==> src/rtl/flash_wb_ctrl.sv <==
// Wishbone slave read controller for parallel NOR flash: address/control registers,
// programmable access wait count, optional address auto-increment and abort on strobe drop.
module flash_wb_ctrl #(
    parameter int ADDR_W   = 22,
    parameter int WAIT_W   = 4,
    parameter int WAIT_RST = 4
) (
    input  logic              wb_clk_i,
    input  logic              wb_rst_i,
    input  logic [15:0]       wb_dat_i,
    output logic [15:0]       wb_dat_o,
    input  logic              wb_we_i,
    input  logic [1:0]        wb_adr_i,
    input  logic [1:0]        wb_sel_i,
    input  logic              wb_stb_i,
    input  logic              wb_cyc_i,
    output logic              wb_ack_o,
    output logic [ADDR_W-1:0] flash_addr_,
    input  logic [15:0]       flash_data_,
    output logic              flash_we_n_,
    output logic              flash_oe_n_,
    output logic              flash_ce_n_,
    output logic              flash_rst_n_
);
    localparam int HI_W = ADDR_W - 16;

    typedef enum logic [1:0] {IDLE, ACCESS, ACK} state_t;

    state_t             state_reg, state_next;
    logic [WAIT_W-1:0]  cnt_reg, cnt_next;
    logic [WAIT_W-1:0]  wait_reg, wait_next;
    logic               autoinc_reg, autoinc_next;
    logic               data_rd_reg, data_rd_next;
    logic [ADDR_W-1:0]  addr_reg, addr_next;
    logic [15:0]        dat_reg, dat_next;
    logic               ack_reg, ack_next;
    logic               strobe_n_reg, strobe_n_next;
    logic               rst_n_reg;
    logic               op;
    logic               data_read;
    logic [15:0]        hi_val, ctrl_val;

    assign op        = wb_stb_i & wb_cyc_i;
    assign data_read = (wb_adr_i == 2'd2) && !wb_we_i;

    always_comb begin
        hi_val = '0;
        hi_val[HI_W-1:0] = addr_reg[ADDR_W-1:16];
        ctrl_val = '0;
        ctrl_val[WAIT_W-1:0] = wait_reg;
        ctrl_val[8]  = autoinc_reg;
        ctrl_val[15] = (state_reg != IDLE);
    end

    // State register together with the registered datapath and pad outputs
    always_ff @(posedge wb_clk_i) begin
        if (!wb_rst_i) begin
            state_reg    <= IDLE;
            cnt_reg      <= '0;
            wait_reg     <= WAIT_W'(WAIT_RST);
            autoinc_reg  <= 1'b0;
            data_rd_reg  <= 1'b0;
            addr_reg     <= '0;
            dat_reg      <= '0;
            ack_reg      <= 1'b0;
            strobe_n_reg <= 1'b1;
            rst_n_reg    <= 1'b0;
        end else begin
            state_reg    <= state_next;
            cnt_reg      <= cnt_next;
            wait_reg     <= wait_next;
            autoinc_reg  <= autoinc_next;
            data_rd_reg  <= data_rd_next;
            addr_reg     <= addr_next;
            dat_reg      <= dat_next;
            ack_reg      <= ack_next;
            strobe_n_reg <= strobe_n_next;
            rst_n_reg    <= 1'b1;
        end
    end

    // Next-state logic
    always_comb begin
        state_next = state_reg;
        case (state_reg)
            IDLE:    if (op) state_next = data_read ? ACCESS : ACK;
            ACCESS:  if (!op) state_next = IDLE;
                     else if (cnt_reg == '0) state_next = ACK;
            ACK:     if (ack_reg) state_next = IDLE;
            default: state_next = IDLE;
        endcase
    end

    // Output/datapath logic; ACK stays until the registered ack has been shown once
    always_comb begin
        cnt_next      = cnt_reg;
        wait_next     = wait_reg;
        autoinc_next  = autoinc_reg;
        data_rd_next  = data_rd_reg;
        addr_next     = addr_reg;
        dat_next      = dat_reg;
        ack_next      = 1'b0;
        strobe_n_next = strobe_n_reg;
        case (state_reg)
            IDLE: begin
                if (op) begin
                    data_rd_next = data_read;
                    if (data_read) begin
                        cnt_next      = wait_reg;
                        strobe_n_next = 1'b0;
                    end else if (wb_we_i) begin
                        case (wb_adr_i)
                            2'd0: begin
                                if (wb_sel_i[0]) addr_next[7:0]  = wb_dat_i[7:0];
                                if (wb_sel_i[1]) addr_next[15:8] = wb_dat_i[15:8];
                            end
                            2'd1: begin
                                for (int i = 0; i < HI_W; i++)
                                    if (wb_sel_i[i/8]) addr_next[16+i] = wb_dat_i[i];
                            end
                            2'd3: begin
                                if (wb_sel_i[0]) wait_next    = wb_dat_i[WAIT_W-1:0];
                                if (wb_sel_i[1]) autoinc_next = wb_dat_i[8];
                            end
                            default: ;
                        endcase
                    end else begin
                        case (wb_adr_i)
                            2'd0:    dat_next = addr_reg[15:0];
                            2'd1:    dat_next = hi_val;
                            default: dat_next = ctrl_val;
                        endcase
                    end
                end
            end
            ACCESS: begin
                if (!op) begin
                    strobe_n_next = 1'b1;
                end else if (cnt_reg == '0) begin
                    dat_next      = flash_data_;
                    strobe_n_next = 1'b1;
                    ack_next      = 1'b1;
                end else begin
                    cnt_next = cnt_reg - WAIT_W'(1);
                end
            end
            ACK: begin
                if (!ack_reg) ack_next = 1'b1;
                else if (data_rd_reg && autoinc_reg) addr_next = addr_reg + ADDR_W'(1);
            end
            default: ;
        endcase
    end

    assign wb_dat_o     = dat_reg;
    assign wb_ack_o     = ack_reg;
    assign flash_addr_  = addr_reg;
    assign flash_we_n_  = 1'b1;
    assign flash_oe_n_  = strobe_n_reg;
    assign flash_ce_n_  = strobe_n_reg;
    assign flash_rst_n_ = rst_n_reg;
endmodule

==> config.mk <==
export PLATFORM = sky130hd
export DESIGN_NAME = flash_wb_ctrl
export DESIGN_NICKNAME = d
export VERILOG_FILES = /design/src/rtl/flash_wb_ctrl.sv
export SDC_FILE = /design/constraint.sdc
export NUM_CORES = 1
export LEC_CHECK = 0
export CORE_MARGIN = 3
export CORE_UTILIZATION = 35
export DETAILED_ROUTE_END_ITERATION = 8
export DONT_BUFFER_PORTS = 1
export GPL_TIMING_DRIVEN = 0
export PLACE_DENSITY = 0.61
export SYNTH_ARGS = -nofsm -noshare
export SYNTH_HDL_FRONTEND = slang
export SYNTH_SLANG_ARGS = --single-unit
==> constraint.sdc <==
create_clock -name wb_clk_i -period 1.8 [get_ports wb_clk_i]
set_clock_uncertainty 0.15 [all_clocks]
set_input_delay 0.36 -clock wb_clk_i [delete_from_list [all_inputs] [get_ports wb_clk_i]]
set_output_delay 0.36 -clock wb_clk_i [all_outputs]
set_load 0.05 [all_outputs]
; ---- After elaboration in Yosys (flattened, before gate mapping)
; Index checks and enable logic that the tools add are counted.
[totals]
mem_bits_ro = 0
latch_bits = 0
memories = 0
ff_bits = 53
ram_bits = 0
[classes]
addsub = 2
div = 0
magnitude_cmp = 0
mux = 44
mul = 0
n_eq_ne = 20
n_bitwise = 2
reduce_logical = 19
shifts = 0
[op_table]
columns = cell, n
row1 = $mux 22, 5
row2 = $mux 16, 6
row3 = $pmux 16 s2, 2
row4 = $pmux 22 s2, 1
row5 = $ne 2x2->1 const B, 12
row6 = $reduce_and 8->1, 3
row7 = $add 22x1->22 const B, 1
row8 = $reduce_and 6->1, 3
row9 = $mux 4, 4
row10 = $mux 8, 2
row11 = $mux 1, 14
row12 = $mux 2, 5
row13 = $pmux 4 s2, 1
row14 = $eq 2x2->1 const B, 3
row15 = $mux 6, 1
row16 = $pmux 2 s3, 1
row17 = $reduce_bool 2->1, 3
row18 = $reduce_and 5->1, 1
row19 = $eq 2x1->1 const B, 2
row20 = $logic_not 2->1, 2
row21 = $logic_not 4->1, 1
row22 = $ne 2x1->1 const B, 2
row23 = $pmux 1 s2, 2
row24 = $reduce_and 4->1, 1
row25 = 8 further kinds, 9

; ---- Logic depth before layout (Yosys ltp)
[depth]
word_depth = 6
mapped_depth = 9
mapped_depth_nobuf = 7

; ---- Worst setup path before layout
; OpenSTA, ideal clock, no wires.
[synth_path]
kind = reg2reg
startpoint = register addr_reg[0] (netlist: flash_addr_[0])
endpoint = register addr_reg[16] (netlist: flash_addr_[16])
period_less_slack_ns = 2.354
setup_ns = 0.119
arrival_ns = 2.085
stages_incl_launch_ff = 7
path_slack_ns = -0.554
required_ns = 1.531
n_path_buf = 0
path_cell_list = dfxtp_1 > ha_1 > nand3_1 > nor4_2 > nand3_1 > o22a_1 > o221a_1
[synth_via]
elab_chain_cells = 4
[synth_rtl]
columns = item, line_no
row1 = start: declaration, 34  ; logic [ADDR_W-1:0] addr_reg, addr_next;
row2 = start signal: assignment, 74  ; addr_reg <= addr_next;
row3 = $add 22x1->22, 149  ; else if (data_rd_reg && autoinc_reg) addr_next = addr_reg + ADDR_W'(1);
row4 = $mux 22, 149
row5 = $mux 22, 148  ; if (!ack_reg) ack_next = 1'b1;
row6 = $pmux 22 s2, 104  ; case (state_reg)
; Every way passes these cells. The select of a mux whose other input is x is not followed.
; A chain may end at the register's enable or synchronous reset.

; ---- Final worst setup path
[layout_path]
startpoint = register state_reg[0]
endpoint = register addr_reg[21] (netlist: flash_addr_[21])
[layout_via]
elab_chain_cells = 3
elab_cells_between_ends = 12
cone_classes = eq/ne: 8 / mux: 1 / reduce/logical: 3
[layout_rtl]
columns = item, line_no
row1 = start: declaration, 29  ; state_t state_reg, state_next;
row2 = start signal: assignment, 69  ; state_reg <= state_next;
row3 = $eq 2x2->1 or $logic_not 2->1 (tied branches), 104
row4 = $ne 2x2->1 (no line) (tied with other cells), --
row5 = $reduce_and 8->1 (no line), --
; Several ways; a longest one is shown, not always the timed one.

==> out/qor.txt <==
Relative slew margins -> 47.4%
PortBufs -> 0
#FFs+latches synth -> 53
Global Route met3 Usage -> 6.48%
First-pass GRT wire length -> 17400 µm
Int Power -> 0.00229 W
Total wire length -> 11300 µm
Drc violations -> 0
CTS tree -> done
Fill count -> 839
CTS clk-pin slew, worst paths -> 0.11 ns
Setup crit end kind -> flip-flop
Crit path kind -> flip-flop to flip-flop
Most common cell after layout, fill and taps aside -> nand2_1
Switching share of power -> 42.6%
Wirelength per Cell -> 19.8 µm
RSZ-0062 raised after global routing -> yes
Post-synth EDFFs -> 0
Met2 Use GR -> 34.0%
Synth unique cells -> 58
Nets -> 510
Routed via count -> 3447
Tightest Pin Transition -> 0.787 ns
Failing checks -> setup timing
Global route total overflow -> 0
CP Data Required Time -> 1.89 ns
Max H-tree Level -> 2
Clock group share of total power -> 19.5%
DRT antenna net count -> 0
Mapped cell area -> 0.00321 mm²
Die W -> 102 µm
Total iterations of the first detailed-routing run -> 5
GPL Wtd Cong -> 0.948
Mean post-synth cell area -> 7.80 µm²
Max FFs per register -> 22
Placed inst area -> 0.00347 mm²
Initial DRC count -> 257
Vias in the first global route -> 3303
Power share of the combinational group -> 33.1%
P&R area growth vs syn -> 33.5%
Global route hottest layer -> met2
Initial antenna violation count -> 0
CP arrival -> 2.04 ns
Hold Vio Cnt, Final -> 0
Die H -> 102 µm
Mapped Cells -> 412
Clock sinks -> 53
Initial Utilization -> 36.5%
Setup violators final -> 35
Detail Placement HPWL -> 8120 µm
Cts bufs inserted -> 5
Die Area -> 0.0104 mm²
Final WS setup -> -0.156 ns
Clock Tree Buf Depth -> 2
Leakage power -> 1.53 nW
R2R setup slack -> -0.16 ns
Layout cells sized above 1 -> 35.1%
Sw power -> 0.00170 W
Ys flop type -> dfxtp_1
Sequential-to-total area share from yosys stat -> 33.0%
Power Density -> 929 mW/mm²
Syn nets -> 458
Design Area, Final -> 0.00429 mm²
Startpoint Class -> flip-flop
Post-layout min period -> 1.96 ns
Root buf cell -> clkbuf_8
Maximum VDD drop -> 0.000547 V
Clk_lat worst skew -> 0.31 ns
Fraction of registers with async set/reset -> 0%
Fmax -> 0.511 GHz
Total Routing Usage GR -> 21.3%
Met1 usage -> 28.0%
CORE AREA -> 0.00881 mm²
Vias per cell -> 6.02
Largest net degree at the start of global routing -> 17
Largest fanout on the critical path -> 6
Final Cycle Share -> 109%
Status -> finished with violations
Sequential group share of total power -> 47.3%
Ports -> 84
Hold WC Path Type -> primary input to flip-flop
Max-Cap Viols -> 0
Row count -> 34
Most frequent cells in the layout -> nand2_1 (53), buf_4 (37), a21oi_1 (34), dfxtp_1 (27)
Diode count -> 0
Fin. max-slew vios -> 0
YS warnings -> 0
Final hold slack -> 0.0366 ns
synthesized netlist by cell type, types with 4 or more instances:
master / count / share of area, %
a31oi_1: 5 / 0.97
nor2_1: 25 / 2.9
o211a_1: 9 / 2.8
nand3_1: 18 / 2.8
nand4_1: 8 / 1.6
mux2i_1: 17 / 5.3
nor2b_1: 11 / 2.1
and3_1: 4 / 0.78
dfxtp_1: 53 / 33
inv_1: 7 / 0.82
o211ai_1: 11 / 2.6
clkbuf_1: 17 / 2.0
a211oi_1: 10 / 2.3
nand2_1: 57 / 6.7
ha_1: 5 / 1.9
nor3_1: 10 / 1.6
o22ai_1: 4 / 0.78
buf_2: 7 / 1.1
nor4_1: 4 / 0.78
a21oi_1: 39 / 6.1
o21ai_0: 31 / 4.8
metal layers:
layer | wire length, µm | vias to the layer above | share of wire [%]
met4 | 277 | 0 | 2.4
met2 | 5210 | 166 | 46
met1 | 4800 | 1632 | 42
met5 | 0 | - | 0
li1 | - | 1624 | -
met3 | 1040 | 25 | 9.1
worst max-delay path: stages, from the launching register on:
cell,delay (ns)
dfxtp_4,0.37
inv_4,0.07
ha_4,0.16
and4_4,0.22
a21oi_4,0.05
a21o_4,0.20
or4_1,0.53
a21oi_1,0.13
cell type report:
class                   instances  area (µm²)  share of cell area, %
flip-flops and latches         53        1150                   26.7
clock inverters                 1        8.76                  0.204
plain buffers                  27         210                   4.90
multi-input cells             321        2260                   52.6
repair buffers                 47         387                   9.01
inverters                       9        47.5                   1.11
well taps                     108         135                   3.15
clock buffers                   7        97.6                   2.28
power groups by stage:
| stage | Clock (W) | Combinational, W | Sequential (W) |
|---|---|---|---|
| floorplan | 0 | 0.000699 | 0.00182 |
| global placement | 0 | 0.000879 | 0.00188 |
| detailed placement | 0 | 0.000896 | 0.00189 |
| CTS | 0.000793 | 0.00107 | 0.00188 |
| global route | 0.000838 | 0.00143 | 0.00190 |
| finish | 0.000779 | 0.00132 | 0.00189 |
final timing paths:
path | start | endpoint | cells past startpoint
setup / recovery | state_reg[0]$_SDFFE_PN0P_ | flash_addr_[21]$_SDFFE_PN0P_ | 7
hold / removal | wb_dat_i[0] | wait_reg[0]$_SDFFE_PN0P_ | 2
setup reg to reg | state_reg[0]$_SDFFE_PN0P_ | flash_addr_[21]$_SDFFE_PN0P_ | 7
hold reg to reg | wait_reg[3]$_SDFFE_PN0P_ | wait_reg[3]$_SDFFE_PN0P_ | 2
metrics by stage:
step / utilization, % / instances / setup WS (ns) / power [W] / setup TNS (ns)
finish: 48.7 / 573 / -0.156 / 0.00399 / -3.02
global route: 48.7 / 573 / -0.255 / 0.00417 / -6.66
CTS: 45.2 / 556 / -0.137 / 0.00374 / -2.05
detailed placement: 39.4 / 520 / -0.398 / 0.00278 / -13.57
global placement: 39.4 / 520 / -0.364 / 0.00276 / -13.40
floorplan: - / 412 / -0.0955 / 0.00251 / -0.276
cell families (layout without fill, tap and decap cells):
logic type	Yosys count	count (layout)	share of synthesized area, %
flip-flops	53	53	33.0
other	1	1	0.117
AO/OA/AOI/OAI	133	133	27.3
AND/OR/NAND/NOR	164	164	26.6
buffers and inverters	38	91	5.53
adder cells (fa/ha/maj)	5	5	1.95
multiplexers	17	17	5.30
XOR/XNOR	1	1	0.273
what timing repair did:
action / 4_1_cts / 5_1_grt
endpoints found under the setup margin: 52 / 49
pin swaps: 23 / 29
setup buffers: 25 / 19
hold endpoints to repair: 1 / 0
hold buffers: 1 / 0
gates cloned: 3 / 0
resized for setup: 64 / 65
Note: power is estimated with default switching activity, not from simulation.
